$ cat config.mk
export PLATFORM = sky130hd
export DESIGN_NAME = vec_multadd
export DESIGN_NICKNAME = d
export VERILOG_FILES = /design/src/rtl/vec_pkg.sv /design/src/rtl/vec_smul.sv /design/src/rtl/vec_multadd.sv
export SDC_FILE = /design/constraint.sdc
export NUM_CORES = 2
export LEC_CHECK = 0
export ABC_CLOCK_PERIOD_IN_PS = 3600
export BUFFER_PORTS_ARGS = -buffer_cell sky130_fd_sc_hd__clkbuf_2
export CAP_MARGIN = 15
export CELL_PAD_IN_SITES_DETAIL_PLACEMENT = 0
export CELL_PAD_IN_SITES_GLOBAL_PLACEMENT = 2
export CORE_UTILIZATION = 39
export CTS_CLUSTER_SIZE = 12
export DETAILED_ROUTE_END_ITERATION = 8
export PLACE_DENSITY = 0.88
export SYNTH_ARGS = -nofsm -noshare
export SYNTH_HDL_FRONTEND = slang
export SYNTH_SLANG_ARGS = --single-unit
$ cat constraint.sdc
create_clock -name clk_i -period 3.6 [get_ports clk_i]
set_input_delay 0.72 -clock clk_i [delete_from_list [all_inputs] [get_ports clk_i]]
set_output_delay 0.72 -clock clk_i [all_outputs]
set_load 0.03 [all_outputs]
$ cat src/rtl/vec_pkg.sv
// Shared definitions for the vector lane ALU: operation encoding, default width
// and the two's-complement add overflow rule.
package vec_pkg;

  localparam int VDW = 32;

  typedef enum logic [1:0] {
    ALU_ADD   = 2'd0,
    ALU_SUB   = 2'd1,
    ALU_MUL   = 2'd2,
    ALU_PASSA = 2'd3
  } alu_op_e;

  // Same-sign operands producing an opposite-sign sum means the sum wrapped.
  function automatic logic add_ovf(input logic a_msb, input logic b_msb, input logic s_msb);
    return (a_msb == b_msb) && (s_msb != a_msb);
  endfunction

endpackage

$ cat src/rtl/vec_smul.sv
// Combinational signed multiplier: full double-width product plus a flag that
// the product does not fit back into vdw_p bits.
module vec_smul #(
  parameter int vdw_p = 32
) (
  input  logic [vdw_p-1:0]   a_i,
  input  logic [vdw_p-1:0]   b_i,
  output logic [2*vdw_p-1:0] prod_o,
  output logic               ovf_o
);

  logic [2*vdw_p-1:0] a_ext;
  logic [2*vdw_p-1:0] b_ext;
  logic [vdw_p:0]     prod_hi;

  // Sign-extended operands make the low 2*vdw_p bits of an unsigned multiply
  // equal to the signed product.
  assign a_ext   = {{vdw_p{a_i[vdw_p-1]}}, a_i};
  assign b_ext   = {{vdw_p{b_i[vdw_p-1]}}, b_i};
  assign prod_o  = a_ext * b_ext;
  assign prod_hi = prod_o[2*vdw_p-1:vdw_p-1];
  assign ovf_o   = !((&prod_hi) || !(|prod_hi));

endmodule

$ cat src/rtl/vec_multadd.sv
// Per-lane signed ALU with fused multiply-accumulate and registered flags.
// Define VEC_MULTADD_SATURATE_EN to clamp overflowing results instead of wrapping.
module vec_multadd
  import vec_pkg::*;
#(
  parameter int vdw_p = VDW
) (
  input  logic             clk_i,
  input  logic             reset_n_i,
  input  logic [vdw_p-1:0] a_i,
  input  logic [vdw_p-1:0] b_i,
  input  logic [1:0]       alu_op_i,
  input  logic             use_fma_i,
  input  logic             fma_first_i,
  output logic [vdw_p-1:0] data_o,
  output logic             flag_overflow_o,
  output logic             flag_zero_o,
  output logic             flag_negative_o
);

  localparam int MSB = vdw_p - 1;

  logic [2*vdw_p-1:0] prod;
  logic               prod_ovf;

  logic [vdw_p-1:0] acc_q;
  logic             ovf_q, zero_q, neg_q;

  logic [vdw_p-1:0] sum_ab, dif_ab, base, fma_sum, r_wrap, r_d;
  logic             ovf_d, ovf_flag_d;

  vec_smul #(.vdw_p(vdw_p)) u_smul (
    .a_i    (a_i),
    .b_i    (b_i),
    .prod_o (prod),
    .ovf_o  (prod_ovf)
  );

  always_comb begin
    sum_ab  = a_i + b_i;
    dif_ab  = a_i - b_i;
    base    = fma_first_i ? '0 : acc_q;
    fma_sum = base + prod[vdw_p-1:0];
    r_wrap  = a_i;
    ovf_d   = 1'b0;
    if (use_fma_i) begin
      r_wrap = fma_sum;
      ovf_d  = prod_ovf | add_ovf(base[MSB], prod[MSB], fma_sum[MSB]);
    end else begin
      case (alu_op_e'(alu_op_i))
        ALU_ADD: begin
          r_wrap = sum_ab;
          ovf_d  = add_ovf(a_i[MSB], b_i[MSB], sum_ab[MSB]);
        end
        ALU_SUB: begin
          r_wrap = dif_ab;
          ovf_d  = add_ovf(a_i[MSB], ~b_i[MSB], dif_ab[MSB]);
        end
        ALU_MUL: begin
          r_wrap = prod[vdw_p-1:0];
          ovf_d  = prod_ovf;
        end
        default: begin
          r_wrap = a_i;
          ovf_d  = 1'b0;
        end
      endcase
    end
  end

`ifdef VEC_MULTADD_SATURATE_EN
  localparam logic [vdw_p-1:0] MaxPos = {1'b0, {(vdw_p-1){1'b1}}};
  localparam logic [vdw_p-1:0] MinNeg = {1'b1, {(vdw_p-1){1'b0}}};

  logic [2*vdw_p:0] fma_exact;
  logic             fma_oor, sat_need, sat_neg;

  // Exact accumulate against the untruncated product decides the clamp direction.
  assign fma_exact = {{(vdw_p+1){base[MSB]}}, base} + {prod[2*vdw_p-1], prod};
  assign fma_oor   = !((&fma_exact[2*vdw_p:MSB]) || !(|fma_exact[2*vdw_p:MSB]));

  always_comb begin
    sat_need   = ovf_d;
    sat_neg    = a_i[MSB];
    ovf_flag_d = ovf_d;
    if (use_fma_i) begin
      sat_need   = fma_oor;
      sat_neg    = fma_exact[2*vdw_p];
      ovf_flag_d = prod_ovf | fma_oor;
    end else if (alu_op_e'(alu_op_i) == ALU_MUL) begin
      sat_neg = prod[2*vdw_p-1];
    end
    r_d = sat_need ? (sat_neg ? MinNeg : MaxPos) : r_wrap;
  end
`else
  logic unused_prod_hi;

  assign unused_prod_hi = ^prod[2*vdw_p-1:vdw_p];
  assign r_d            = r_wrap;
  assign ovf_flag_d     = ovf_d;
`endif

  // The accumulator is the output register: every result reloads it.
  always_ff @(posedge clk_i or negedge reset_n_i) begin
    if (!reset_n_i) begin
      acc_q  <= '0;
      ovf_q  <= 1'b0;
      zero_q <= 1'b0;
      neg_q  <= 1'b0;
    end else begin
      acc_q  <= r_d;
      ovf_q  <= ovf_flag_d;
      zero_q <= (r_d == '0);
      neg_q  <= r_d[MSB];
    end
  end

  assign data_o          = acc_q;
  assign flag_overflow_o = ovf_q;
  assign flag_zero_o     = zero_q;
  assign flag_negative_o = neg_q;

endmodule

==> impl_metrics.yaml <==
outcome:
  status: "finished, violations left"
  violations: "negative setup slack"
timing:
  finClkSkew_ps: 5.20
  period_needed_ps: 8810
  hold_viol: 0
  finalSetupViolCount: 30
  setup_ws_ps: -5210
  worstMarginPinSlew_ps: 979
  rsz0062_at_grt: "yes"
  slew_headroom: 0.331
  period_share: 2.45
  finalMaxSlewViolations: 0
  max_freq_mhz: 114
global_route:
  grt_pass1_wl_um: 236000
  grt_pass1_vias: 40138
  grt_max_degree: 35
  antenna_found_initial: 6
  grt.overflow.total: 0
  grt_usage: 0.279
worst_setup_path:
  critPathKind: "input pin to flip-flop"
  timing.critical_path.buf_inv: 8
  worst_ep_arrival_time_ps: 8950
  cpPeakStageDelay_ps: 610
  worstPathRequired_ps: 3740
  startpoint: "a_i[12]"
  cp-start-kind: "input pin"
  end_kind: "flip-flop"
  cp_top_family: "adder cells"
  worst_path_max_delay_cell: "fa_1"
  cp_common_cell: "fa_1"
  worstReg2RegStart: "data_o[0]"
  crit_fanout: 7
route:
  vias_per_cell: 5.25
  drcViolationCount: 0
  finalWirelength_um: 152000
  dr.pass1.iters: 7
  drtIter0Drc: 2266
  antenna_left: 0
  wire_per_inst_um: 21.8
  route.vias.total: 36558
clock_network:
  cts-root-buf: "clkbuf_16"
  cts_max_level: 2
  cts_tree: "yes"
  path_clk_slew_ps: 50
  cts_buffers: 5
  postCtsHoldBufs: 0
  insertion_delay_ps: 280
  cts.sinks: 34
  clk_path_buf_depth: 2
floorplan:
  num_rows: 120
  fp.dieW_um: 333
  core_area_um2: 108000
  initial_utilization: 0.396
  io_pins: 105
  die_h_um: 333
  dieArea_um2: 111000
layout:
  layout.nets: 6985
  fin_util: 0.513
  area_delta_synth_final_pct: 29.7
  design_area_um2: 55300
  drive_above_1_share: 0.267
placement:
  hpwl_um: 131000
  dp_slack_ps: -5810
  placed_area_um2: 52200
  portBuffers: 104
  place_congestion: 0.950
yosys:
  ys_ff_latch: 34
  synth_flop_cell: "dfrtp_1"
  syn-num-nets: 6147
  netlist.area_leader.share: 0.509
  synth_cell_types: 93
  synth_area_um2: 42600
  ys_warn_count: 0
  ys_async_sr_fraction: 1.00
  yosysSeqAreaShare: 0.0200
  synth.most_common_cell: "fa_1"
  synth.top_cells.by_count: "fa_1 (1085), inv_1 (788), nand2_1 (667)"
  synth_edf_count: 0
  yosysTopAreaCell: "fa_1"
  synth_area_leaders: "fa_1 (51%), ha_1 (8.2%), inv_1 (6.9%), and2_1 (6.0%), nand2_1 (5.9%)"
  synthCells: 4714
  synth_area_per_cell_um2: 9.05
run:
  max_cap_viol_count: 0
hold_path:
  hp-class: "input pin to async pin"
## placed cells by master (no fill, tap or decap), drive strengths merged, types with 52 or more instances in the layout
cell / instances
nor3: 54
o21ai: 102
buf: 1001
inv: 783
a21o: 52
nand2: 667
clkbuf: 109
xnor2: 76
and2: 408
ha: 278
a21oi: 156
fa: 1085
nor2: 181
## area by class of cell
class                           count  area (um^2)
Antenna cell                        1         2.50
Clock buffer                        7          143
Clock inverter                      1         5.00
Fill cell                        9965        52500
Inverter                          791         3000
Multi-Input combinational cell   3614        40000
Sequential cell                    34          851
Tap cell                         1403         1760
Timing Repair Buffer             1106         9560
## kinds of logic after synthesis
kind of cell	synth area share
and+or+nand+nor	0.181
adders and majority gates	0.591
buffers and inverters	0.0946
AOI/OAI and AO/OA	0.0824
xor gates and xnor gates	0.0244
DFF	0.0200
muxes	0.00698
## registers in the layout, summed over array words and instances (netlist names)
name and flops:
flag_overflow_o 1, data_o 32, flag_zero_o 1
## layer usage
metal / track usage / up-vias / share of wire
met4: 0.0897 / 6 / 0.043
li1: - / 16199 / -
met3: 0.0236 / 267 / 0.048
met1: 0.350 / 19038 / 0.39
met2: 0.503 / 1048 / 0.51
met5: 0 / - / 0.00028
## worst reg2reg max path, stage by stage, from the launching register on
cell	delay, ps
dfrtp_1	370
nor2b_1	130
ha_1	230
fa_1	460
a21o_1	180
a21o_1	200
a21oi_1	240
nor2_1	100
or3_1	390
nand3_2	100
o31ai_4	80
or4_1	530
or4_1	440
nor4_2	190
buf_4	160
nor4b_2	260
nand4_1	180
nor4_2	160
## worst paths after layout
path                              endpoint  depth (start not counted)  slack (ps)
max in group asynchronous       data_o[12]                          1        2510
min                             data_o[17]                          1         550
min in group clk_i               data_o[3]                          3         870
max                        flag_overflow_o                         31       -5210
min reg2reg                      data_o[1]                          3         950
max reg2reg                    flag_zero_o                         17        -910
## per-stage QoR
step	hold slack (ps)	TNS [ps]	instances
finish	548	-113140	6957
global placement	858	-132060	6869
CTS	578	-111770	6929
global route	632	-118650	6956
detailed placement	882	-132500	6869
floorplan	424	-96710	4714
## what timing repair did
item / 4_1_cts / 5_1_grt
buffers inserted: 53 / 37
gates resized for setup: 302 / 144
pin swaps: 133 / 98
endpoints found under the setup margin: 31 / 31
cloned: 4 / 2
Power is left out: the tool's default activity adds up to more than one toggle a clock period on the data nets, which glitch-free logic cannot reach.
